## config.mk

```make
export PLATFORM = sky130hd
export DESIGN_NAME = dcache_mgmt_ctrl
export DESIGN_NICKNAME = d
export VERILOG_FILES = /design/src/rtl/dcache_mgmt_ctrl.sv
export SDC_FILE = /design/constraint.sdc
export NUM_CORES = 1
export LEC_CHECK = 0
export BUFFER_PORTS_ARGS = -buffer_cell sky130_fd_sc_hd__buf_2
export CAP_MARGIN = 10
export CORE_MARGIN = 8
export CORE_UTILIZATION = 45
export DETAILED_ROUTE_END_ITERATION = 8
export PLACE_DENSITY = 0.68
export SLEW_MARGIN = 10
export SYNTH_ARGS = -nofsm -noshare
export SYNTH_HDL_FRONTEND = slang
export SYNTH_SLANG_ARGS = --single-unit
```

## constraint.sdc

```tcl
create_clock -name clk_i -period 1.7 [get_ports clk_i]
set_input_delay 0.255 -clock clk_i [delete_from_list [all_inputs] [get_ports clk_i]]
set_output_delay 0.255 -clock clk_i [all_outputs]
set_load 0.01 [all_outputs]
```

## src/rtl/dcache_mgmt_ctrl.sv

```systemverilog
// Initiator side of the dcache management port: enable/flush sequencing, write-buffer drain,
// core stall during flush, miss and flush-latency counters. Optional watchdog: FLUSH_TIMEOUT_EN.
module dcache_mgmt_ctrl #(
  parameter int CNT_W                 = 32,
  parameter bit AUTO_FLUSH_ON_DISABLE = 1'b1,
  parameter int TIMEOUT_CYCLES        = 4096
) (
  input  logic             clk_i,
  input  logic             rst_ni,
  input  logic             en_csr_i,
  input  logic             flush_req_i,
  input  logic             miss_cnt_clr_i,
  output logic             flush_done_o,
  output logic             busy_o,
  output logic             stall_o,
  output logic             dcache_enable_o,
  output logic             dcache_flush_o,
  input  logic             dcache_flushing_i,
  input  logic             dcache_flush_ack_i,
  input  logic             dcache_miss_i,
  input  logic             wbuffer_empty_i,
  output logic [CNT_W-1:0] miss_cnt_o,
  output logic [CNT_W-1:0] flush_cyc_o,
  output logic             timeout_o
);

  typedef enum logic [1:0] {IDLE, DRAIN, FLUSH, DONE} state_t;

  localparam logic [CNT_W-1:0] CNT_MAX = '1;
  localparam logic [CNT_W-1:0] TO_LIM  = CNT_W'(TIMEOUT_CYCLES);

  state_t           r_state;
  logic             r_pending;
  logic             r_disable_after;
  logic [CNT_W-1:0] r_fcnt;

  logic w_dis_edge;
  logic w_start;
  logic w_to_hit;
  logic w_expire;
  logic w_unused;

  // Enable output doubles as the previous CSR value, so a disable seen late (after busy) still flushes.
  assign w_dis_edge = AUTO_FLUSH_ON_DISABLE && dcache_enable_o && !en_csr_i;
  assign w_start    = flush_req_i || r_pending || w_dis_edge;
  assign w_to_hit   = (r_fcnt == TO_LIM);

`ifdef FLUSH_TIMEOUT_EN
  assign w_expire = w_to_hit;
`else
  assign w_expire = 1'b0;
`endif

  assign w_unused = ^{dcache_flushing_i, w_to_hit};

  always_ff @(posedge clk_i or negedge rst_ni) begin
    if (!rst_ni) begin
      r_state         <= IDLE;
      r_pending       <= 1'b0;
      r_disable_after <= 1'b0;
      r_fcnt          <= '0;
      flush_done_o    <= 1'b0;
      busy_o          <= 1'b0;
      stall_o         <= 1'b0;
      dcache_enable_o <= 1'b0;
      dcache_flush_o  <= 1'b0;
      miss_cnt_o      <= '0;
      flush_cyc_o     <= '0;
      timeout_o       <= 1'b0;
    end else begin
      flush_done_o <= 1'b0;

      if (miss_cnt_clr_i) begin
        miss_cnt_o <= '0;
      end else if (dcache_miss_i && (miss_cnt_o != CNT_MAX)) begin
        miss_cnt_o <= miss_cnt_o + 1'b1;
      end

      if (flush_req_i && ((r_state == FLUSH) || (r_state == DONE))) begin
        r_pending <= 1'b1;
      end

      case (r_state)
        IDLE: begin
          dcache_enable_o <= w_dis_edge ? 1'b1 : en_csr_i;
          if (w_start) begin
            r_state         <= DRAIN;
            busy_o          <= 1'b1;
            stall_o         <= 1'b1;
            r_pending       <= 1'b0;
            r_disable_after <= w_dis_edge;
            if (flush_req_i || r_pending) begin
              timeout_o <= 1'b0;
            end
          end
        end
        DRAIN: begin
          if (wbuffer_empty_i) begin
            r_state        <= FLUSH;
            dcache_flush_o <= 1'b1;
            r_fcnt         <= CNT_W'(1);
          end
        end
        FLUSH: begin
          // An ack in the expiry cycle wins: it is a normal completion.
          if (dcache_flush_ack_i || w_expire) begin
            r_state        <= DONE;
            dcache_flush_o <= 1'b0;
            flush_cyc_o    <= r_fcnt;
            flush_done_o   <= 1'b1;
            if (!dcache_flush_ack_i) begin
              timeout_o <= 1'b1;
            end
            if (r_disable_after) begin
              dcache_enable_o <= 1'b0;
            end
          end else if (r_fcnt != CNT_MAX) begin
            r_fcnt <= r_fcnt + 1'b1;
          end
        end
        DONE: begin
          r_state         <= IDLE;
          busy_o          <= 1'b0;
          stall_o         <= 1'b0;
          r_disable_after <= 1'b0;
        end
        default: r_state <= IDLE;
      endcase
    end
  end

endmodule

```

-- Word-level counts from Yosys, hierarchy flattened
Index checks and enable logic that the tools add are counted.
- add/subtract/negate cells: 2
- multipliers: 0
- div/mod/pow operators: 0
- magnitude comparators: 0
- equal/unequal tests: 11
- shift-type cells: 0
- mux-type cells: 26
- bitwise gates (word level): 0
- reductions and logical operators: 18
- operator list (cell ; count):
    two-way mux 32 bit ; 5
    adder 32 x 1 -> 32 bit (second input constant) ; 2
    != test 32 bit (second input constant) ; 2
    case mux 32 bit (2 select lines) ; 1
    two-way mux 1 bit ; 12
    != test 2 bit (second input constant) ; 5
    AND reduction 3 bit ; 3
    case mux 1 bit (2 select lines) ; 4
    case mux 2 bit (4 select lines) ; 1
    nonzero test 2 bit ; 4
    two-way mux 2 bit ; 3
    equality test 2 bit (second input constant) ; 2
    AND reduction 2 bit ; 2
    AND reduction 4 bit ; 1
    logical AND 1 bit ; 3
    logical OR 1 bit ; 3
    equality test 2 x 1 -> 1 bit (second input constant) ; 1
    zero test 2 bit ; 1
    != test 2 x 1 -> 1 bit (second input constant) ; 1
    zero test 1 bit ; 1
- bits in registers: 104
- bits in latches: 0
- RAM bits: 0
- memory bits (read-only): 0
- input bits: 9
- memories kept: 0

-- Longest topological paths before layout
Gate-level depths: netlist of the first run.
- depth in word-level cells: 6
- depth in mapped cells: 8
- depth with buffers taken out: 7

-- Least setup slack after synthesis of the first run
No wires, ideal clock.
- kind: flip-flop to flip-flop
- start point: register miss_cnt_o[0]
- end point: register miss_cnt_o[22]
- library setup time: 78 ps
- arrival time: 1888 ps
- slack: -266 ps
- cell stages (with the launch flop): 7
- path buffers: 0
- cells stage by stage: dfrtp_1 ha_1 nand4_4 nor3_4 o211ai_1 or4_1 a21oi_1
- word-level cells in the longest chain between the ends: 3
- elaborated cells between the ends (all ways): 6
- ends and longest elaborated chain (item ; line ; text):
    start, declared ; 22 ; output logic [CNT_W-1:0] miss_cnt_o,
    start signal, assigned ; 76 ; miss_cnt_o <= miss_cnt_o + 1'b1;
    adder 32 x 1 -> 32 bit / != test 32 bit (equally long branches) ; 76, 75 ;
    two-way mux 32 bit / logical AND 1 bit (equally long branches) ; 75 ; end else if (dcache_miss_i && (miss_cnt_o != CNT_MAX)) begin
    two-way mux 32 bit / nonzero test 2 bit (equally long branches) ; - ;
Parallel ways exist; a longest one is shown, timed or not. The select of a mux whose other input is x is not followed.
A chain may end at the register's enable or synchronous reset.

-- Worst setup path in the final report of the first run
- start point: register r_state[0]
- end point: register r_fcnt[6]
- word-level cells in the longest chain between the ends: 3
- elaborated cells between the ends (all ways): 8
- ends and longest elaborated chain (item ; line ; text):
    start, declared ; 32 ; state_t r_state;
    start signal, assigned ; 58 ; r_state <= IDLE;
    start signal, assigned ; 87 ; r_state <= DRAIN;
    start signal, assigned ; 99 ; r_state <= FLUSH;
    equality test 2 bit / equality test 2 x 1 -> 1 bit (equally long branches) ; 83 ; case (r_state)
    != test 2 x 1 -> 1 bit (no source line) (tied with other cells) ; - ;
    AND reduction 4 bit (no source line) ; - ;
    end signal, assigned ; 118 ; r_fcnt <= r_fcnt + 1'b1;
    end, declared ; 35 ; logic [CNT_W-1:0] r_fcnt;
Parallel ways exist; a longest one is shown, timed or not.

==> metrics, run 1 <==
outcome=finished with violations; failing checks=setup timing; WP buf/inv=3; critical path arrival=2.13 ns; Hold Path Class=primary input to flop; Setup TNS Final=-5.62 ns; IO Pins=79; most common cell after layout, fill and taps aside=buf_4; Avg Cell Area, Syn=10.2 um^2; Layout area overhead=49.8%; CP Capture Type=flop; clock share of power=26.2%; Die W=126 um; Worst Max-Slew Pin Slew=slightly above 0.5 ns; Max rail drop VDD=approximately 1.2 mV; clock sink count=between 100 and 150; fill count=around 850; max_cap viols=0; Final Hold Fails=0; post-layout util=68.5%; Sw Share=34.6%; cell chain of the critical path=inv_2, ha_4, nand2_2, or3_4, o31ai_4, buf_6, clkbuf_16, o21ai_1, o41ai_2; clk slew on worst S/H paths=0.07 ns; Via Count=5,519; RSZ-0062 raised after global routing=true; kind of critical path=flop to flop; post-synthesis simple-gate area fraction=roughly a fifth; largest family of logic cells by synthesized area=simple AND/OR/NAND/NOR gates; total number of yosys warnings=0; Int Pwr=between 4 and 5 mW; slowest stage delay, CP=0.40 ns; cell count after synthesis=538; fmax=around 530 MHz; number of nets with antenna violations after routing=0; total CTS buffers=9; first-pass GRT wire length=approximately 27 mm; Core Area=between 0.01 and 0.015 mm^2; Post-synth EDFFs=0; post-route DRC violation count=0; xor/xnor share of the synthesized area=1.12%; critical path peak fanout=7; CTS H-tree lvls=3; Starting Density=between 40% and 50%; total wire length=roughly 17 mm; mux contribution to synthesized area=between 8 and 9%; register share of total power=35.4%; PwrDens=between 900 and 1000 mW/mm^2; leading cell types in the layout, fill and taps excluded=139 x buf_4, 90 x dfrtp_1, 75 x buf_2, 41 x nand2_1, 33 x mux2_2; Tmin final=1.88 ns; Crit-path slowest cell=or3_4; Main synth FF type=dfrtp_1; worst hold path startpoint=flush_req_i; Die H=roughly 130 um; post-route setup slack=-0.179 ns; vias in the first global route=about 5,500; Pre-antenna DRT Iters=5; Worst R2R Start=r_state[0]; asr flop ratio synth=100%; leak pwr=3.94 nW; pin count of the biggest net entering global routing=49; layout cell share with drive strength beyond 1=54.2%; Worst EP required=between 1.5 and 2 ns; crit-path leading delay family=simple AND/OR/NAND/NOR gates; post-synthesis adder-cell area fraction=under 10%; CP Launch Point=r_state[0]; total global routing overflow=0; CTS tree=built; Clock Skew=about 0.0048 ns; Layout Nets=782; post-synthesis cell area=about 0.0055 mm^2; slew margin rel.=between 60% and 70%; synthesis-stage register bit count=roughly 100; Hold Slack=approximately 0.18 ns; ANT cells=0; CTS root buffer=clkbuf_16; Clock Latency Late Sink=0.35 ns; DRT iter0 DRCs=497; Net Sw Power=approximately 2.6 mW; initial antenna violation count=0; Post-Syn Nets=553; vias per cell=approximately 6.0; max-slew violation count=0; row count=40; startpoint types=flop; number of I/O port buffers=76; Max clock buf depth=2; register area share after synthesis=between 40 and 50%; Comb power frac=approximately two fifths; total power=7.63 mW; drt wl/cell=~19 um; Final setup viols=52; Unique masters post-synth=59; Compound-Gate Fraction of Synth Area=between 10% and 20%; hpwl dp=approximately 11 mm; Die Area=~0.016 mm^2; Final period util=111%; GRT Resource Usage Total=a little over a fifth; RD Place Congestion=0.852
## metal layers
layer,track usage (%),routed length [um],up-vias
met3,4.09,965,50
met2,33.6,8470,237
li1,-,-,2476
met1,26.7,7410,2756
met4,8.99,518,0
met5,0,0,-
## through the flow
| step | setup WS, ns | instances | area [um^2] |
|---|---|---|---|
| floorplan | -0.164 | 538 | 5620 |
| global placement | -0.128 | 869 | 7060 |
| detailed placement | -0.217 | 869 | 7060 |
| CTS | -0.113 | 910 | 7830 |
| global route | -0.246 | 918 | 8200 |
| finish | -0.179 | 918 | 8200 |
## worst min-delay path, delay by kind of cell
kind	cells	cell delay [ns]
AO/OA/AOI/OAI	2	0.14
buffers and inverters	1	0.10
## cell families after synthesis
| group | after synthesis |
|---|---|
| mux | 43 |
| flops | 104 |
| simple gates | 197 |
| buf+inv | 46 |
| xor+xnor | 7 |
| compound gates | 134 |
| other cells | 1 |
| fa+ha+maj | 6 |
## path summary, 6_finish.rpt
| check | end | slack [ns] | cells after the start |
|---|---|---|---|
| worst max-delay path | r_fcnt[6] | -0.18 | 9 |
| worst min-delay path | r_pending | 0.18 | 3 |
| worst max register to register | r_fcnt[6] | -0.18 | 9 |
| worst min register to register | flush_cyc_o[19] | 0.50 | 1 |
| max in group asynchronous | r_fcnt[31] | 0.75 | 3 |
| min in group asynchronous | miss_cnt_o[27] | 0.37 | 2 |
## state kept, by name, summed over array words and instances (netlist names)
signal and flops:
flush_cyc_o 32, miss_cnt_o 32, stall_o 1, r_pending 1, r_state 2, flush_done_o 1
r_disable_after 1, r_fcnt 32, dcache_enable_o 1, dcache_flush_o 1
## area by class of cell
class                      instances  area, um^2  area share (%)
multi-input combinational        389        3160            38.6
timing repair buffer             250        1910            23.3
clock inverter                     2        15.0           0.183
sequential                       104        2620            32.0
clock buffer                      13         260            3.17
tap                              147         184            2.24
inverter                          13        51.3           0.626
## cell usage after synthesis (all sizes together), types with 10 or more instances
library cell / n / share of area, %
dfrtp: 104 / 48
nand2: 50 / 3.5
o21ai: 43 / 3.9
mux2: 35 / 7.3
a21oi: 32 / 2.9
nand3: 25 / 2.6
nor2: 25 / 1.7
nand4: 22 / 3.2
buf: 21 / 2.5
o31ai: 20 / 3.0
and4: 13 / 2.1
inv: 13 / 0.89
nor3: 13 / 1.5
or4: 13 / 1.8
clkbuf: 12 / 0.82
o41ai: 10 / 1.7
## timing repair
| item | in CTS | in global routing |
|---|---|---|
| pin swaps | 39 | 34 |
| gates cloned | 3 | 3 |
| hold buffers | 1 | 0 |
| gates resized for setup | 63 | 79 |
| setup endpoints to repair | 74 | 64 |
| buffers inserted | 22 | 11 |
| hold endpoints to repair | 21 | 0 |
## power groups by stage
stage | combinational (mW) | sequential, mW | clock, mW
2_1_floorplan | 1.22 | 2.79 | 0
3_3_place_gp | 1.93 | 2.73 | 0
3_5_place_dp | 2.02 | 2.75 | 0
4_1_cts | 2.47 | 2.70 | 2.02
5_1_grt | 3.08 | 2.72 | 2.12
6_report | 2.93 | 2.70 | 2.00
Note: power is estimated with default switching activity, not from simulation.
==> run 2, diff against run 1 <==
- CORE_MARGIN: 8 -> unset
==> run 2 against run 1 <==
The run ends with DRC, setup timing left. Utilization increased by 5.8 points. Largest power group unchanged. Highest routed layer unchanged. Non-clock buffer count increased by 16. Cell count increased by 1.5%. Largest cell class unchanged.
==> metrics, run 2 (synthesis results as in run 1) <==
outcome=finished with violations; failing checks=DRC, setup timing; startpoint types=flop; fill count=719 (-16%); met1 Track Usage GR=36.2% (+9.6 points); Die W=112 um (-11%); post-route setup slack=-0.185 ns (-0.00629 ns); Core Area=0.0116 mm^2 (-2.9%); clock share of power=25.9% (-0.3 points); row count=39 (-2.5%); Tmin final=1.88 ns (+0.00629 ns); Hold Path Class=primary input to flop; clk slew on worst S/H paths=0.07 ns (about the same); layout cell share with drive strength beyond 1=58.6% (+4.3 points); Final Hold Fails=0 (unchanged); Final setup viols=59 (+13%); met3 track demand over resource=4.48% (+0.39 points); number of I/O port buffers=76 (unchanged); GRT Max-Usage Layer=met2; Comb power frac=41.7% (+3.3 points); hpwl dp=10.7 mm (-4.3%); most common cell after layout, fill and taps aside=buf_4; max-slew violation count=0 (unchanged); kind of critical path=flop to flop; fmax=531 MHz (-0.33%); Die H=112 um (-11%); Max rail drop VDD=0.919 mV (-24%); leak pwr=4.17 nW (+6.0%); total CTS buffers=9 (unchanged); PwrDens=969 mW/mm^2 (+4.1%); CTS tree=built; Via Count=5,684 (+3.0%); DRT iter0 DRCs=448 (-9.9%); ANT cells=0 (unchanged); slew margin rel.=64.4% (-1.3 points); drt wl/cell=19.6 um (+3.6%); register share of total power=32.4% (-3.0 points); max_cap viols=0 (unchanged); clock sink count=104 (unchanged); number of nets with antenna violations after routing=0 (unchanged); total power=8.36 mW (+9.5%); Int Pwr=5.40 mW (+8.2%); critical path peak fanout=8 (+1); vias per cell=6.10 (+1.4%); GRT Resource Usage Total=26.7% (+5.9 points); CTS H-tree lvls=3 (unchanged); first-pass GRT wire length=26.6 mm (-1.8%); Max clock buf depth=2 (unchanged); Starting Density=47.1% (+1.4 points); CP Capture Type=flop; Die Area=0.0126 mm^2 (-21%); Clock Latency Late Sink=0.35 ns (about the same); Final period util=111% (+0.37 points); Clock Skew=0.00731 ns (+0.00256 ns); RD Place Congestion=0.856 (+0.45%); total wire length=18.3 mm (+5.1%); Pre-antenna DRT Iters=7 (+2); initial antenna violation count=0 (unchanged); vias in the first global route=5,383 (-1.8%); Worst EP required=1.97 ns (+0.02 ns); RSZ-0062 raised after global routing=true; CTS root buffer=clkbuf_16; IO Pins=79 (unchanged); Net Sw Power=2.96 mW (+12%); Hold Slack=0.176 ns (-0.00319 ns); total global routing overflow=0 (unchanged); critical path arrival=2.16 ns (+0.03 ns); pin count of the biggest net entering global routing=50 (+2.0%); post-route DRC violation count=7 (+7); Worst Max-Slew Pin Slew=0.533 ns (+0.0201 ns); leading cell types in the layout, fill and taps excluded=146 x buf_4, 90 x dfrtp_1, 76 x buf_2, 34 x mux2_2; Largest regs=flush_cyc_o: 32 flops, miss_cnt_o: 32 flops, r_fcnt: 32 flops; Layout Nets=799 (+2.2%); Sw Share=35.4% (+0.81 points); r2r setup slk=-0.18 ns (about the same); GR Layer Usage met2=43.2% (+9.6 points); Layout area overhead=57.7%
-- run 2: per-layer routing --
| layer | vias to the layer above | wire length [um] |
|---|---|---|
| met1 | 2847 | 7530 |
| met2 | 241 | 8970 |
| li1 | 2532 | - |
| met5 | - | 0 |
| met4 | 0 | 608 |
| met3 | 64 | 1160 |
-- run 2: final cells by class --
class	count	area [um^2]	area share (%)
clock inverters	6	67.6	0.783
inverters	13	51.3	0.594
clock buffers	10	239	2.77
multi-input cells	390	3420	39.6
well taps	143	179	2.07
flip-flops and latches	104	2620	30.4
repair buffers	266	2060	23.8
-- run 2: final timing paths --
kind,endpoint,depth (start not counted),startpoint
max,miss_cnt_o[25],6,miss_cnt_o[4]
max reg2reg,miss_cnt_o[25],6,miss_cnt_o[4]
min,r_pending,3,flush_req_i
max in group asynchronous,miss_cnt_o[17],3,rst_ni
min reg2reg,flush_cyc_o[16],1,flush_cyc_o[16]
min in group asynchronous,miss_cnt_o[4],2,rst_ni
-- run 2: timing repair --
action,4_1_cts,5_1_grt
endpoints found under the setup margin,57,64
buffers inserted,17,19
gates resized for setup,61,131
endpoints found under the hold margin,18,0
gates cloned,5,1
hold buffers,1,0
pin swaps,30,56
-- run 2: stage by stage --
step,cell area (um^2),cells,util [%],TNS (ns),setup WS [ns]
2_1_floorplan,5620,538,-,-2.08,-0.164
3_3_place_gp,7160,876,61.7,-2.26,-0.120
3_5_place_dp,7160,876,61.7,-5.03,-0.210
4_1_cts,7920,915,68.2,-4.42,-0.140
5_1_grt,8630,932,74.3,-9.74,-0.230
6_report,8630,932,74.3,-5.41,-0.185
-- run 2: critical path, cell delays in order (launching register included) --
cell and delay (ns):
dfrtp_2 0.41, nand3_2 0.11, nor4_4 0.28, buf_6 0.18
nand2_8 0.09, or4b_1 0.54, a21oi_1 0.18
-- run 2: power by group through the flow --
stage                     Combinational, mW  Clock (mW)  Sequential, mW
after floorplan                        1.22           0            2.79
after global placement                 2.01           0            2.73
after detailed placement               2.08           0            2.75
after CTS                              2.91        2.18            2.70
after global routing                   3.66        2.28            2.72
final                                  3.49        2.17            2.71
